==> config.mk <==
export PLATFORM = sky130hd
export DESIGN_NAME = bin_act_accum_flat
export DESIGN_NICKNAME = d
export VERILOG_FILES = /design/src/rtl/bin_act_accum_if.sv /design/src/rtl/bin_act_accum.sv /design/src/flat_wrapper.sv
export SDC_FILE = /design/constraint.sdc
export NUM_CORES = 1
export LEC_CHECK = 0
export ABC_AREA = 1
export BUFFER_PORTS_ARGS = -buffer_cell sky130_fd_sc_hd__buf_4
export CAP_MARGIN = 25
export CORE_UTILIZATION = 59
export CTS_BUF_LIST = sky130_fd_sc_hd__clkbuf_4 sky130_fd_sc_hd__clkbuf_8
export DETAILED_ROUTE_END_ITERATION = 10
export PLACE_DENSITY = 0.83
export SLEW_MARGIN = 10
export SYNTH_ARGS = -nofsm -noshare
export SYNTH_HDL_FRONTEND = slang
export SYNTH_SLANG_ARGS = --single-unit
==> constraint.sdc <==
create_clock -name clk -period 5.25 [get_ports clk]
set_input_delay 1.3125 -clock clk [delete_from_list [all_inputs] [get_ports clk]]
set_output_delay 1.3125 -clock clk [all_outputs]
set_load 0.02 [all_outputs]
==> src/rtl/bin_act_accum_if.sv <==
// -----------------------------------------------------------------------------
// bin_act_accum_if
//
// Purpose:
//   Groups the two streaming handshakes of bin_act_accum into one bundle:
//   the partial-sum input stream coming from the binary dot-product stage and
//   the activation/sum result stream going to the next binary layer.
//
// Signals:
//   in_valid   beat valid from upstream
//   in_ready   accumulator can take a beat
//   value_in   OUTPUT_DIM lanes of signed BIT_CNT partial sums
//   threshold  OUTPUT_DIM lanes of signed ACC_W folded-batchnorm thresholds
//   thr_inv    per-lane comparison inversion (only with BIN_ACT_INV_EN)
//   out_valid  result valid
//   out_ready  downstream accepts the result
//   act_out    binary activation vector (1 = +1, 0 = -1)
//   sum_out    accumulated sums saturated to BIT_CNT
//
// Modports:
//   slave   the accumulator side
//   master  the environment side (upstream producer plus downstream consumer)
//
// Optional feature macro: BIN_ACT_INV_EN adds thr_inv.
// -----------------------------------------------------------------------------
interface bin_act_accum_if #(
    parameter int OUTPUT_DIM  = 16,
    parameter int BIT_CNT     = 8,
    parameter int CHANNEL_CNT = 4
);
    localparam int ACC_W = BIT_CNT + $clog2(CHANNEL_CNT) + 1;

    logic                                 in_valid;
    logic                                 in_ready;
    logic [OUTPUT_DIM-1:0][BIT_CNT-1:0]   value_in;
    logic [OUTPUT_DIM-1:0][ACC_W-1:0]     threshold;
`ifdef BIN_ACT_INV_EN
    logic [OUTPUT_DIM-1:0]                thr_inv;
`endif
    logic                                 out_valid;
    logic                                 out_ready;
    logic [OUTPUT_DIM-1:0]                act_out;
    logic [OUTPUT_DIM-1:0][BIT_CNT-1:0]   sum_out;

    modport slave (
        input  in_valid, value_in, threshold, out_ready,
`ifdef BIN_ACT_INV_EN
        input  thr_inv,
`endif
        output in_ready, out_valid, act_out, sum_out
    );

    modport master (
        output in_valid, value_in, threshold, out_ready,
`ifdef BIN_ACT_INV_EN
        output thr_inv,
`endif
        input  in_ready, out_valid, act_out, sum_out
    );

endinterface

==> src/rtl/bin_act_accum.sv <==
// -----------------------------------------------------------------------------
// bin_act_accum
//
// Purpose:
//   Accumulates CHANNEL_CNT beats of OUTPUT_DIM signed partial sums (one beat
//   per input channel group), then compares each lane's total against a
//   folded-batchnorm threshold to produce a binary activation vector. The
//   total is also reported saturated back to BIT_CNT bits.
//
// Ports:
//   clk     clock
//   rst_n   asynchronous active-low reset
//   flush   synchronous discard of the partial group (ignored while a result
//           is pending)
//   ch_cnt  beats accepted in the current group; reads CHANNEL_CNT while the
//           result is held
//   bus     bin_act_accum_if.slave: input beat stream and result stream
//
// Optional feature macro: BIN_ACT_INV_EN
//   When defined, bus.thr_inv selects per lane a "<=" comparison instead of
//   ">=", which folds a negative batchnorm gamma into the threshold.
//   When undefined, every lane uses ">=".
// -----------------------------------------------------------------------------
module bin_act_accum #(
    parameter int OUTPUT_DIM  = 16,
    parameter int BIT_CNT     = 8,
    parameter int CHANNEL_CNT = 4
) (
    input  logic                               clk,
    input  logic                               rst_n,
    input  logic                               flush,
    output logic [$clog2(CHANNEL_CNT):0]       ch_cnt,
    bin_act_accum_if.slave                     bus
);

    localparam int ACC_W = BIT_CNT + $clog2(CHANNEL_CNT) + 1;
    localparam int CNT_W = $clog2(CHANNEL_CNT) + 1;

    // Saturation bounds expressed at accumulator width. The lower bound is
    // the bitwise complement of the upper one: 0..0111..1 -> 1..1000..0.
    localparam logic signed [ACC_W-1:0] SAT_MAX = ACC_W'((2 ** (BIT_CNT - 1)) - 1);
    localparam logic signed [ACC_W-1:0] SAT_MIN = ~SAT_MAX;

    localparam logic [CNT_W-1:0] LAST_CNT = CNT_W'(CHANNEL_CNT - 1);
    localparam logic [CNT_W-1:0] FULL_CNT = CNT_W'(CHANNEL_CNT);

    typedef enum logic [1:0] {
        IDLE  = 2'd0,
        ACCUM = 2'd1,
        HOLD  = 2'd2
    } state_t;

    state_t                              state_q, state_d;
    logic [CNT_W-1:0]                    ch_cnt_q, ch_cnt_d;
    logic signed [ACC_W-1:0]             acc_q [OUTPUT_DIM];
    logic signed [ACC_W-1:0]             acc_d [OUTPUT_DIM];
    logic [OUTPUT_DIM-1:0]               act_q, act_d;
    logic [OUTPUT_DIM-1:0][BIT_CNT-1:0]  sum_q, sum_d;

    logic                                accept;
    logic                                last_beat;
    logic signed [ACC_W-1:0]             lane_ext [OUTPUT_DIM];
    logic signed [ACC_W-1:0]             lane_sum [OUTPUT_DIM];
    logic [OUTPUT_DIM-1:0]               lane_act;
    logic [OUTPUT_DIM-1:0][BIT_CNT-1:0]  lane_sat;

    // Input side is only blocked while a finished result waits to drain, so
    // no beat can be taken in the same cycle as the output handshake.
    assign bus.in_ready  = (state_q != HOLD);
    assign bus.out_valid = (state_q == HOLD);
    assign bus.act_out   = act_q;
    assign bus.sum_out   = sum_q;
    assign ch_cnt        = ch_cnt_q;

    assign accept    = bus.in_valid && bus.in_ready;
    assign last_beat = (ch_cnt_q == LAST_CNT);

    // Per-lane datapath, evaluated every cycle from the current beat. When a
    // group is just starting (ch_cnt 0) the stale accumulator is ignored, so
    // the same running sum serves both as the next accumulator value and, on
    // the last beat, as the final total fed to the threshold and saturator.
    always_comb begin
        lane_act = '0;
        lane_sat = '0;
        for (int i = 0; i < OUTPUT_DIM; i++) begin
            lane_ext[i] = {{(ACC_W - BIT_CNT){bus.value_in[i][BIT_CNT-1]}}, bus.value_in[i]};
            lane_sum[i] = ((ch_cnt_q == '0) ? '0 : acc_q[i]) + lane_ext[i];

`ifdef BIN_ACT_INV_EN
            if (bus.thr_inv[i]) begin
                lane_act[i] = (lane_sum[i] <= $signed(bus.threshold[i]));
            end else begin
                lane_act[i] = (lane_sum[i] >= $signed(bus.threshold[i]));
            end
`else
            lane_act[i] = (lane_sum[i] >= $signed(bus.threshold[i]));
`endif

            if (lane_sum[i] > SAT_MAX) begin
                lane_sat[i] = SAT_MAX[BIT_CNT-1:0];
            end else if (lane_sum[i] < SAT_MIN) begin
                lane_sat[i] = SAT_MIN[BIT_CNT-1:0];
            end else begin
                lane_sat[i] = lane_sum[i][BIT_CNT-1:0];
            end
        end
    end

    // Group sequencing. flush wins over a concurrent beat while collecting,
    // but a held result is never disturbed by it. On the last beat the
    // activation and saturated sum are captured so they are stable for the
    // whole time out_valid is high and keep their values after the drain.
    always_comb begin
        state_d  = state_q;
        ch_cnt_d = ch_cnt_q;
        act_d    = act_q;
        sum_d    = sum_q;
        for (int i = 0; i < OUTPUT_DIM; i++) begin
            acc_d[i] = acc_q[i];
        end

        unique case (state_q)
            IDLE, ACCUM: begin
                if (flush) begin
                    state_d  = IDLE;
                    ch_cnt_d = '0;
                end else if (accept) begin
                    for (int i = 0; i < OUTPUT_DIM; i++) begin
                        acc_d[i] = lane_sum[i];
                    end
                    if (last_beat) begin
                        state_d  = HOLD;
                        ch_cnt_d = FULL_CNT;
                        act_d    = lane_act;
                        sum_d    = lane_sat;
                    end else begin
                        state_d  = ACCUM;
                        ch_cnt_d = ch_cnt_q + CNT_W'(1);
                    end
                end
            end
            HOLD: begin
                if (bus.out_ready) begin
                    state_d  = IDLE;
                    ch_cnt_d = '0;
                end
            end
            default: begin
                state_d  = IDLE;
                ch_cnt_d = '0;
            end
        endcase
    end

    // State, counter, accumulators and result registers. Asynchronous reset
    // drops any partial group so the next accepted beat starts fresh.
    always_ff @(posedge clk or negedge rst_n) begin
        if (!rst_n) begin
            state_q  <= IDLE;
            ch_cnt_q <= '0;
            act_q    <= '0;
            sum_q    <= '0;
            for (int i = 0; i < OUTPUT_DIM; i++) begin
                acc_q[i] <= '0;
            end
        end else begin
            state_q  <= state_d;
            ch_cnt_q <= ch_cnt_d;
            act_q    <= act_d;
            sum_q    <= sum_d;
            for (int i = 0; i < OUTPUT_DIM; i++) begin
                acc_q[i] <= acc_d[i];
            end
        end
    end

endmodule

==> src/flat_wrapper.sv <==
// flat-port wrapper written by rule: the top's interface ports become plain ports
module bin_act_accum_flat 
#(
    parameter int OUTPUT_DIM  = 16,
    parameter int BIT_CNT     = 8,
    parameter int CHANNEL_CNT = 4
)
  (clk, rst_n, flush, ch_cnt, bus_in_valid, bus_value_in, bus_threshold, bus_out_ready, bus_in_ready, bus_out_valid, bus_act_out, bus_sum_out);
  bin_act_accum_if #(.OUTPUT_DIM(OUTPUT_DIM), .BIT_CNT(BIT_CNT), .CHANNEL_CNT(CHANNEL_CNT)) bus_i ();
  input  logic clk;
  input  logic rst_n;
  input  logic flush;
  output logic [$clog2(CHANNEL_CNT):0] ch_cnt;
  input wire logic [$bits(bus_i.in_valid)-1:0] bus_in_valid;
  input wire logic [$bits(bus_i.value_in)-1:0] bus_value_in;
  input wire logic [$bits(bus_i.threshold)-1:0] bus_threshold;
  input wire logic [$bits(bus_i.out_ready)-1:0] bus_out_ready;
  output wire logic [$bits(bus_i.in_ready)-1:0] bus_in_ready;
  output wire logic [$bits(bus_i.out_valid)-1:0] bus_out_valid;
  output wire logic [$bits(bus_i.act_out)-1:0] bus_act_out;
  output wire logic [$bits(bus_i.sum_out)-1:0] bus_sum_out;
  assign bus_i.in_valid = bus_in_valid;
  assign bus_i.value_in = bus_value_in;
  assign bus_i.threshold = bus_threshold;
  assign bus_i.out_ready = bus_out_ready;
  assign bus_in_ready = bus_i.in_ready;
  assign bus_out_valid = bus_i.out_valid;
  assign bus_act_out = bus_i.act_out;
  assign bus_sum_out = bus_i.sum_out;
  bin_act_accum #(.OUTPUT_DIM(OUTPUT_DIM), .BIT_CNT(BIT_CNT), .CHANNEL_CNT(CHANNEL_CNT)) u_core (.clk(clk), .rst_n(rst_n), .flush(flush), .ch_cnt(ch_cnt), .bus(bus_i));
endmodule
==> impl_metrics.py <==
metrics = {
    "timing": {
        "hold_viol": 0,
        "finalSetupViolations": 0,
        "slew_headroom_pct": 40.9,
        "rsz0062_at_grt": "no",
        "period_needed_ps": 4340,
        "hold_ws_ps": 479,
        "fin_crit_sh_pct": 82.6,
        "fin_tns_setup_ps": 0,
        "tightest_slew_ps": 887,
        "drv_slew": 0,
        "clock-skew-final_ps": 31.9,
        "fin_ws_ps": 915,
        "max_freq_mhz": 231,
    },
    "floorplanning": {
        "dieArea_mm2": 0.0460,
        "die_y_um": 215,
        "rows": 77,
        "core_mm2": 0.0444,
        "start_util_pct": 60.0,
        "die_x_um": 215,
        "pin_count": 458,
    },
    "pwr": {
        "switching_share_pct": 48.9,
        "clock_power_share_pct": 13.3,
        "p_leak_uw": 0.0177,
        "power_switching_uw": 9650,
        "p_per_area_mw_per_mm2": 618,
        "seq_power_share_pct": 21.6,
        "p_int_uw": 10100,
        "total_power_uw": 19700,
        "p_comb_share_pct": 65.1,
        "ir_worst_vdd_uv": 345,
    },
    "place": {
        "dp_hpwl_um": 54600,
        "gp_congestion": 0.939,
        "place_ws_ps": 1000,
        "portBuffers": 457,
    },
    "yosys": {
        "synth_area_mm2": 0.0266,
        "avgSynthCellArea_um2": 7.59,
        "synth_common_cells": "840 x nand2_1, 519 x inv_1, 325 x dfrtp_1, 304 x ha_1, 299 x nor2_1",
        "synth_area_leaders": "dfrtp_1 31%, ha_1 14%, nand2_1 12%",
        "yosys.area_share.adder_pct": 15.5,
        "synth_ff_type": "dfrtp_1",
        "ys_warn_count": 0,
        "synth_xor_xnor_area_share_pct": 6.31,
        "synthCells": 3513,
        "yosysUniqueCellTypes": 55,
        "synth-compound-area-share_pct": 14.6,
        "async_flop_share_pct": 100,
        "yosys.area_share.simple_pct": 24.1,
        "synth.most_common_cell": "nand2_1",
        "muxShareOfSynthArea_pct": 0,
        "synth_edf_count": 0,
        "ys_seq_elements": 325,
        "synth.yosys.seq_area_share_pct": 30.5,
        "synth_top_area_cell": "dfrtp_1",
        "synth_top_area_share_pct": 30.5,
        "synth_top_family_by_area": "simple AND/OR/NAND/NOR gates",
        "syn-num-nets": 4142,
    },
    "clock_tree": {
        "cts-resized-gates": 0,
        "cts.hold.buffers_added": 0,
        "clk_pin_slew_ps": 70,
        "cts.sinks": 325,
        "ctsRootBufferMaster": "clkbuf_8",
        "ctsLongestPathBuffers": 3,
        "cts_setup_buffers": 0,
        "htreeDepth": 2,
        "clock_latency_ps": 690,
        "cts_tree": "done",
        "cts_buffers": 60,
    },
    "cells_and_area": {
        "fillers": 3605,
        "final_net_count": 4600,
        "final-seq-area_mm2": 0.00813,
        "drive_gt1_share_pct": 21.3,
        "synthToLayoutAreaGrowth_pct": 20.0,
        "multi_input_area_mm2": 0.0161,
    },
    "critical_path": {
        "path_depth": 26,
        "endpoint_kind": "register",
        "critPathBufInv": 3,
        "crit_path_frequent_cell": "nand2_1",
        "critPathKind": "register to register",
        "worstPathRequired_ps": 5810,
        "worstPathArrival_ps": 4900,
        "worst_path_dominant_cell_family": "adder cells",
        "r2r_setup_slack_ps": 910,
        "r2r_cells": 26,
        "crit_fanout": 53,
        "slowest_delay_ps": 510,
        "start_kind": "register",
        "slowest_stage": "inv_4",
    },
    "global_routing": {
        "grt_usage_pct": 31.3,
        "use_met1_pct": 40.6,
        "grt_use_met2_pct": 51.5,
        "overflow": 0,
        "grt_busiest_layer": "met2",
        "antenna_found_initial": 4,
        "grt_max_degree": 222,
        "use_met3_pct": 6.48,
        "grt_pass1_vias": 24000,
        "grt_pass1_wl_um": 118000,
    },
    "routing": {
        "drc_errors": 0,
        "wl_per_cell_um": 15.6,
        "dr.first_iter.drc_count": 1611,
        "antenna_left": 0,
        "vias": 24400,
        "wl_um": 72000,
        "vias_per_cell": 5.30,
        "drt_pass1_iterations": 7,
    },
    "flow_run": {
        "maxCapViolCount": 0,
    },
    "min_path": {
        "hold_class": "register to register",
        "hold-path-cell-count": 2,
    },
    "run_status": {
        "status": "finished, final reports clean",
    },
}
==> layout by cell type (no fill, tap or decap), drive strengths merged <==
master and n:
xnor2 33, a31o 6, o22ai 3, nor2 302, clkinvlp 2, or2 101
and2 5, clkinv 7, o211ai 3, fa 16, nand3 138, dfrtp 325
a21oi 158, nand4 47, nand2 872, nor3 12, a21o 20, o21bai 16
a31oi 3, bufinv 2, diode 4, a21boi 85, ha 304, buf 474
nand3b 7, inv 536, clkbuf 94, a211oi 33, o21ai 284, o21a 2
xor2 123, o2111ai 1
==> sequential cells by signal (all words and copies together), names as in the netlist <==
signal,count
u_core.acc_q,176
u_core.ch_cnt,3
u_core.state_q,2
u_core.bus.act_out,16
u_core.bus.sum_out,128
==> area by class of cell <==
| type | instances | area share [%] |
|---|---|---|
| inverters | 536 | 6.32 |
| clock inverters | 11 | 0.344 |
| well taps | 592 | 2.32 |
| clock buffers | 94 | 3.66 |
| diodes | 4 | 0.0313 |
| flip-flops and latches | 325 | 25.4 |
| repair buffers | 474 | 11.5 |
| multi-input cells | 2574 | 50.4 |
==> worst reg2reg max path: stages, from the launching register on <==
cell	delay (ps)
dfrtp_1	410
inv_1	70
ha_1	190
nand2_4	70
inv_4	510
buf_4	380
nor2_1	80
ha_1	230
fa_1	430
nand3_1	90
nand2_1	90
nand3_1	90
nand2_1	90
xor2_1	250
ha_1	310
nand2_1	90
nor2_1	50
a211oi_1	170
o21ai_0	130
a21oi_1	140
nand2_1	60
nand2_1	50
nand2_1	40
nand2_1	50
nand2_1	50
nand2_1	50
nand2_1	50
==> cells by family after synthesis <==
| family | Yosys count |
|---|---|
| buf+inv | 614 |
| xor+xnor | 156 |
| flops | 325 |
| fa+ha+maj | 320 |
| compound gates | 614 |
| simple gates | 1484 |
==> path summary, 6_finish.rpt <==
path,to,startpoint
max in group asynchronous,u_core.acc_q[154],rst_n
min reg2reg,u_core.bus.act_out[12],u_core.bus.act_out[12]
max,u_core.bus.act_out[3],u_core.ch_cnt[0]
min,u_core.bus.act_out[12],u_core.bus.act_out[12]
min in group asynchronous,u_core.bus.sum_out[32],rst_n
max reg2reg,u_core.bus.act_out[3],u_core.ch_cnt[0]
==> power by group through the flow <==
| stage | clock network (uW) | logic (uW) | registers, uW |
|---|---|---|---|
| after global placement | 0 | 12400 | 4240 |
| after floorplan | 0 | 8610 | 4820 |
| after detailed placement | 0 | 12600 | 4280 |
| after global routing | 2810 | 14400 | 4380 |
| final | 2630 | 12800 | 4260 |
| after CTS | 2690 | 12800 | 4260 |
==> per-stage QoR <==
step	instances	instance area, um^2	utilization [%]
detailed placement	4501	30700	69.1
floorplan	3513	26600	-
CTS	4606	32000	71.9
global route	4610	32000	72.0
global placement	4500	30700	69.0
finish	4610	32000	72.0
==> routing by layer <==
layer,vias to the layer above,part of all wire [%]
met5,-,0
met4,0,3.5
met1,11200,44
li1,12200,-
met3,162,7.1
met2,813,46
Power figures use the tool's default switching activity.
